===== src/rtl/fetch_sequencer_pkg.sv =====
// fetch_sequencer_pkg
// Shared definitions for the fetch sequencer: FSM state encoding and the
// instruction/address widths used between PC, instruction memory and the
// main controller.
package fetch_sequencer_pkg;

    localparam int INSTR_W = 32;
    localparam int ADDR_W  = 32;

    typedef enum logic [2:0] {
        S_INIT   = 3'd0,
        S_REQ    = 3'd1,
        S_EXEC   = 3'd2,
        S_UPDATE = 3'd3,
        S_HALT   = 3'd4
    } fetch_state_t;

endpackage


===== src/rtl/fetch_sequencer_timer.sv =====
// fetch_timer
// Fetch wait timer. Down-counter loaded with TIMEOUT_CYCLES-1 while clear is
// high; counts down on each enabled cycle. expired flags the enabled cycle
// that is the TIMEOUT_CYCLES-th since the last clear.
// Ports:
//   clk, rst  clock, async active-high reset
//   clear     reload the counter (held while not waiting)
//   enable    a waiting cycle is in progress
//   expired   this enabled cycle is the last one allowed
module fetch_timer #(
    parameter int TIMEOUT_CYCLES = 16
) (
    input  logic clk,
    input  logic rst,
    input  logic clear,
    input  logic enable,
    output logic expired
);

    localparam int CNT_W = $clog2(TIMEOUT_CYCLES);
    localparam logic [CNT_W-1:0] LOAD = CNT_W'(TIMEOUT_CYCLES - 1);

    logic [CNT_W-1:0] remaining;

    always_ff @(posedge clk or posedge rst) begin
        if (rst)
            remaining <= LOAD;
        else if (clear)
            remaining <= LOAD;
        else if (enable && (remaining != '0))
            remaining <= remaining - 1'b1;
    end

    assign expired = enable && (remaining == '0);

endmodule


===== src/rtl/fetch_sequencer.sv =====
// fetch_sequencer
// Fetch-side sequencer: requests the instruction at pc, latches it into ir,
// holds it valid for the main controller, then pulses PCWr so the PC loads
// NPC. A misaligned pc (or, with FETCH_TIMEOUT_EN, a fetch that waits too
// long) parks the sequencer in S_HALT until reset.
// Optional feature macro: FETCH_TIMEOUT_EN (adds the fetch_timer wait limit).
// Ports:
//   clk, rst     clock, async active-high reset
//   pc           current PC
//   imem_ack     instruction memory returns imem_rdata this cycle
//   imem_rdata   instruction word
//   exe_done     main controller finished the instruction
//   imem_req     fetch request
//   imem_addr    fetch address (0 when no request)
//   ir           latched instruction
//   ir_valid     ir is under execution
//   PCWr         one-cycle PC write enable
//   fetch_cnt    instructions accepted since reset
//   misalign     sticky misaligned-fetch flag
//   timeout      sticky fetch-timeout flag (0 without FETCH_TIMEOUT_EN)
//
// state    | meaning
// S_INIT   | one cycle after reset while the PC loads 0
// S_REQ    | request at pc, wait for imem_ack
// S_EXEC   | ir valid, wait for exe_done
// S_UPDATE | PCWr pulse, PC loads NPC
// S_HALT   | fault, absorbing until reset
module fetch_sequencer
    import fetch_sequencer_pkg::*;
#(
    parameter int                 TIMEOUT_CYCLES = 16,
    parameter logic [INSTR_W-1:0] IR_RESET       = 32'h0000_0000
) (
    input  logic               clk,
    input  logic               rst,
    input  logic [ADDR_W-1:0]  pc,
    input  logic               imem_ack,
    input  logic [INSTR_W-1:0] imem_rdata,
    input  logic               exe_done,
    output logic               imem_req,
    output logic [ADDR_W-1:0]  imem_addr,
    output logic [INSTR_W-1:0] ir,
    output logic               ir_valid,
    output logic               PCWr,
    output logic [31:0]        fetch_cnt,
    output logic               misalign,
    output logic               timeout
);

    if (TIMEOUT_CYCLES < 2) begin : g_bad_timeout
        $error("TIMEOUT_CYCLES must be at least 2");
    end

    fetch_state_t state, next_state;
    logic         pc_misaligned;
    logic         fetch_accept;
    logic         wait_expired;

    assign pc_misaligned = (pc[1:0] != 2'b00);
    // Misalignment takes priority: no request goes out, so an ack is ignored.
    assign fetch_accept  = (state == S_REQ) && !pc_misaligned && imem_ack;

`ifdef FETCH_TIMEOUT_EN
    fetch_timer #(
        .TIMEOUT_CYCLES (TIMEOUT_CYCLES)
    ) u_fetch_timer (
        .clk     (clk),
        .rst     (rst),
        .clear   (state != S_REQ),
        .enable  (state == S_REQ),
        .expired (wait_expired)
    );

    always_ff @(posedge clk or posedge rst) begin
        if (rst)
            timeout <= 1'b0;
        else if ((state == S_REQ) && !pc_misaligned && !imem_ack && wait_expired)
            timeout <= 1'b1;
    end
`else
    assign wait_expired = 1'b0;
    assign timeout      = 1'b0;
`endif

    always_ff @(posedge clk or posedge rst) begin
        if (rst)
            state <= S_INIT;
        else
            state <= next_state;
    end

    always_comb begin
        next_state = state;
        case (state)
            S_INIT:   next_state = S_REQ;
            S_REQ: begin
                if (pc_misaligned)
                    next_state = S_HALT;
                else if (imem_ack)
                    next_state = S_EXEC;
                else if (wait_expired)
                    next_state = S_HALT;
            end
            S_EXEC:   if (exe_done) next_state = S_UPDATE;
            S_UPDATE: next_state = S_REQ;
            S_HALT:   next_state = S_HALT;
            default:  next_state = S_INIT;
        endcase
    end

    always_comb begin
        imem_req  = (state == S_REQ) && !pc_misaligned;
        imem_addr = imem_req ? pc : '0;
        ir_valid  = (state == S_EXEC);
        PCWr      = (state == S_UPDATE);
    end

    always_ff @(posedge clk or posedge rst) begin
        if (rst) begin
            ir        <= IR_RESET;
            fetch_cnt <= '0;
        end else if (fetch_accept) begin
            ir        <= imem_rdata;
            fetch_cnt <= fetch_cnt + 32'd1;
        end
    end

    always_ff @(posedge clk or posedge rst) begin
        if (rst)
            misalign <= 1'b0;
        else if ((state == S_REQ) && pc_misaligned)
            misalign <= 1'b1;
    end

endmodule


===== config.mk =====
export PLATFORM = sky130hd
export DESIGN_NAME = fetch_sequencer
export DESIGN_NICKNAME = d
export VERILOG_FILES = /design/src/rtl/fetch_sequencer_pkg.sv /design/src/rtl/fetch_sequencer_timer.sv /design/src/rtl/fetch_sequencer.sv
export SDC_FILE = /design/constraint.sdc
export NUM_CORES = 1
export LEC_CHECK = 0
export ABC_AREA = 1
export BUFFER_PORTS_ARGS = -buffer_cell sky130_fd_sc_hd__buf_2
export CORE_ASPECT_RATIO = 0.6
export CORE_MARGIN = 3
export CORE_UTILIZATION = 23
export DETAILED_ROUTE_END_ITERATION = 10
export HOLD_SLACK_MARGIN = 0.08
export PLACE_DENSITY_LB_ADDON = 0.12
export SYNTH_ARGS = -nofsm -noshare
export SYNTH_HDL_FRONTEND = slang
export SYNTH_SLANG_ARGS = --single-unit

===== constraint.sdc =====
create_clock -name clk -period 1.9 [get_ports clk]
set_input_delay 0.285 -clock clk [delete_from_list [all_inputs] [get_ports clk]]
set_output_delay 0.285 -clock clk [all_outputs]
set_load 0.05 [all_outputs]

== Word level (Yosys, flattened, before mapping) ==
Cells that the tools add are included.

* Output and inout port bits: 101
* Flip-flop bits (word level): 68
* Word-level logic and storage cells: 24
* Input bits: 68

* Add/subtract/negate cells: 1
* Reduce and logical (&&, ||, !) cells: 8
* Muxes and demuxes: 5
* Equality and inequality tests: 6

{| class="wikitable"
|+ Operator list
! kind !! number
|-
| 32-bit by 1-bit adder with 32-bit output (second input constant) || 1
|-
| 32-bit two-way mux || 1
|-
| 3-bit one-hot mux with 4 select lines || 1
|-
| 3-bit two-way mux || 3
|-
| 3-bit by 2-bit == test with 1-bit output (second input constant) || 2
|-
| 3-bit by 1-bit == test with 1-bit output (second input constant) || 1
|-
| 3-bit == test (second input constant) || 1
|-
| 1-bit logical AND || 3
|-
| 3-bit zero test || 1
|-
| 3-bit inequality test (second input constant) || 1
|-
| 2-bit inequality test (second input constant) || 1
|-
| 2-bit AND reduction || 1
|-
| 2-bit nonzero test || 1
|-
| 2-bit OR reduction || 1
|-
| 1-bit zero test || 1
|}

== Depth between registers and ports, before layout ==
* Word-level depth: 4
* Depth in mapped cells: 9
* Gate-level depth less buffers: 8

== Worst setup path before layout ==
OpenSTA, ideal clock, no wires.

* Path kind: flip-flop to output port
* From: reg state[1]
* To: out imem_addr[10]
* Stages on the path, launching flop included: 5
* Setup slack: 0.034 ns
* Data arrival time: 1.581 ns
* Data required time: 1.615 ns
* Cell sequence: dfrtp_1 nor2_4 nand3_2 clkbuf_1 nor2_1

* Longest elaborated chain between the ends: 3

{| class="wikitable"
|+ RTL lines
! what !! RTL line !! text
|-
| start: declaration || fetch_sequencer.sv:54 || <nowiki>fetch_state_t state, next_state;</nowiki>
|-
| start signal: assignment || fetch_sequencer.sv:89 || <nowiki>state <= next_state;</nowiki>
|-
| 3-bit by 1-bit == test with 1-bit output || fetch_sequencer.sv:112 || <nowiki>imem_req = (state == S_REQ) && !pc_misaligned;</nowiki>
|-
| 1-bit logical AND || fetch_sequencer.sv:112 ||
|-
| 32-bit two-way mux || fetch_sequencer.sv:113 || <nowiki>imem_addr = imem_req ? pc : '0;</nowiki>
|-
| end: declaration || fetch_sequencer.sv:41 || <nowiki>output logic [ADDR_W-1:0] imem_addr,</nowiki>
|}

Every way passes these cells.

== Final worst setup path ==
* From: reg state[1]
* To: out imem_addr[18]

Same word-level chain as after synthesis.

==> flow_summary.json <==
{
  "skew_ps": 9.20,
  "final_cells": 851,
  "post-route-period-util": 0.971,
  "regArea_mm2": 0.00170,
  "drv_cap": 0,
  "final_nets": 718,
  "crit_chain": "nor2_4 > nand3_2 > buf_6 > nor2_1 > buf_4",
  "drcViolationCount": 0,
  "cp.required_ps": 1620,
  "fmax_mhz": 542,
  "numCtsBuffers": 9,
  "critPathMaxStageDelay_ps": 440,
  "synth_warnings": 0,
  "slew_headroom": 0.641,
  "antenna_cells": 0,
  "synthCells": 479,
  "min_period_ps": 1840,
  "clkTransAtPathRegs_ps": 60,
  "ant_nets": 0,
  "ys_seq_elements": 68,
  "synth_common_cells": "nand2_1 (207), nor2_1 (75), dfrtp_1 (68), inv_1 (54), nand3b_1 (16)",
  "synthToLayoutAreaGrowth_pct": 42.7,
  "worst_slew_pin_slew_ps": 537,
  "p_leak_nw": 2.84,
  "synth_cell_types": 22,
  "syn_area_mm2": 0.00349,
  "outcome": "finished clean",
  "routed_wl_um": 10700,
  "grt_pass1_vias": 3366,
  "syn_avg_cell_area_um2": 7.28,
  "die_y_um": 101,
  "critPathKind": "flip-flop to output pin",
  "critPathMaxFanout": 34,
  "antenna_found_initial": 0,
  "final-setup-viol-count": 0,
  "io_pins": 169,
  "drive_above_1_share": 0.312,
  "cts.sinks": 68,
  "end_kind": "output pin",
  "hold_viol_final": 0,
  "ys_top_cells_by_area": "dfrtp_1 (49%), nand2_1 (22%), nor2_1 (8.1%)",
  "n_fill_cell": 1579,
  "slowest_stage": "dfrtp_2",
  "final_max_slew_viol_count": 0,
  "final_cell_area_mm2": 0.00498,
  "dieArea_mm2": 0.0167,
  "grt_overflow": 0,
  "post-synth-top-count-cell": "nand2_1",
  "post-dp-hpwl_um": 8280,
  "clk_latency_ps": 320,
  "arrival_ps": 1560,
  "gp_congestion": 0.839,
  "synth_top_area_share": 0.488,
  "async_flop_share": 1.00,
  "fp.dieW_um": 165,
  "track_usage": 0.129,
  "synth_area_leader_cell": "dfrtp_1",
  "start_util": 0.238,
  "yosysSeqAreaShare": 0.488,
  "multi_input_area_mm2": 0.00151,
  "cp-start-kind": "flip-flop",
  "ir_drop_mv": 0.627,
  "ys.flop_type": "dfrtp_1",
  "min-delay-path-class": "input pin to flip-flop",
  "grt_max_degree": 39,
  "vias_per_cell": 4.09,
  "std_cell_rows": 34,
  "htreeDepth": 3,
  "finalSetupTns_ps": 0,
  "port-buffer-count": 165,
  "dpl-instance-area_mm2": 0.00457,
  "root_buffer": "clkbuf_16",
  "grt_first_pass_wirelength_um": 16900,
  "cts_max_path_buffers": 2,
  "cts_tree": "yes",
  "core_mm2": 0.0147,
  "rsz0062_at_grt": "true",
  "powerDensity_mw_per_mm2": 1300,
  "num_vias": 3477,
  "drt-wirelength-per-cell_um": 12.6,
  "dr.pass1.iters": 4,
  "dpl.cell_count": 835,
  "initialDrtViolationCount": 108,
  "synth_edf_count": 0
}
power breakdown:
group	switching, W	internal, W	leakage (nW)
Sequential	0.000261	0.00185	0.889
Clock	0.000609	0.000868	0.124
Combinational	0.00222	0.000661	1.83
Total	0.00309	0.00337	2.84
cell type report:
class	instances	area share
sequential	68	0.342
clock inverter	5	0.00603
tap	198	0.0498
clock buffer	10	0.0460
inverter	55	0.0422
multi-input combinational	342	0.303
timing repair buffer	173	0.211
layout by cell type, fill, tap and decap left out, types with 9 or more instances in the layout:
cell type	synthesis	layout
dfrtp_1	68	67
nand3b_1	16	16
nor2_1	75	69
inv_1	54	52
nand2_1	207	207
buf_2	2	134
nor2_2	4	10
xor2_1	9	9
clkbuf_16	0	9
buf_4	8	22
nand3_1	14	14
buf_6	0	12
path summary, 6_finish.rpt:
| kind | from | to | slack (ps) | cells past startpoint |
|---|---|---|---|---|
| min reg2reg | misalign | misalign | 460 | 2 |
| max | state[1] | imem_addr[18] | 60 | 5 |
| max reg2reg | fetch_cnt[0] | fetch_cnt[16] | 280 | 9 |
| min | imem_rdata[10] | ir[10] | 150 | 3 |
| min in group asynchronous | rst | ir[30] | 560 | 3 |
| max in group asynchronous | rst | state[1] | 820 | 4 |
logic make-up (layout without fill, tap and decap cells):
kind of cell / Yosys count / after routing / share of synthesized area
buffers and inverters: 71 / 243 / 0.0858
other: 1 / 3 / 0.00108
AOI/OAI and AO/OA: 4 / 4 / 0.00718
DFF: 68 / 68 / 0.488
adders and majority gates: 1 / 1 / 0.00359
and+or+nand+nor: 322 / 322 / 0.384
xor gates and xnor gates: 12 / 12 / 0.0301
metal layers:
| metal | global-route usage | part of all wire | routed length [µm] |
|---|---|---|---|
| met4 | 0.0341 | 0.0092 | 98 |
| met2 | 0.211 | 0.45 | 4830 |
| met1 | 0.166 | 0.47 | 5060 |
| met5 | 0 | 0 | 0 |
| met3 | 0.0400 | 0.067 | 716 |
repair_timing:
action	in CTS	in global routing
hold buffers	1	0
hold endpoints to repair	20	0
setup buffers	0	0
gates resized for setup	14	54
setup endpoints to repair	31	31
registers in the layout, indices dropped and copies added, names as in the netlist:
register	flops
fetch_cnt	32
ir	32
misalign	1
state	3
per-stage QoR:
step,utilization,setup slack [ps],hold WS (ps),total power [W]
2_1_floorplan,-,33.5,395,0.00422
3_3_place_gp,0.312,258,365,0.00497
3_5_place_dp,0.312,234,369,0.00498
4_1_cts,0.332,2.25,135,0.00653
5_1_grt,0.339,-29.1,152,0.00684
6_report,0.339,55.9,152,0.00646
worst max-delay path: cells and delay by family, from the launching register on:
family / cells / cell delay, ps
AND/OR/NAND/NOR: 3 / 380
buffers and inverters: 2 / 410
flip-flops: 1 / 440
Power figures use the tool's default switching activity.
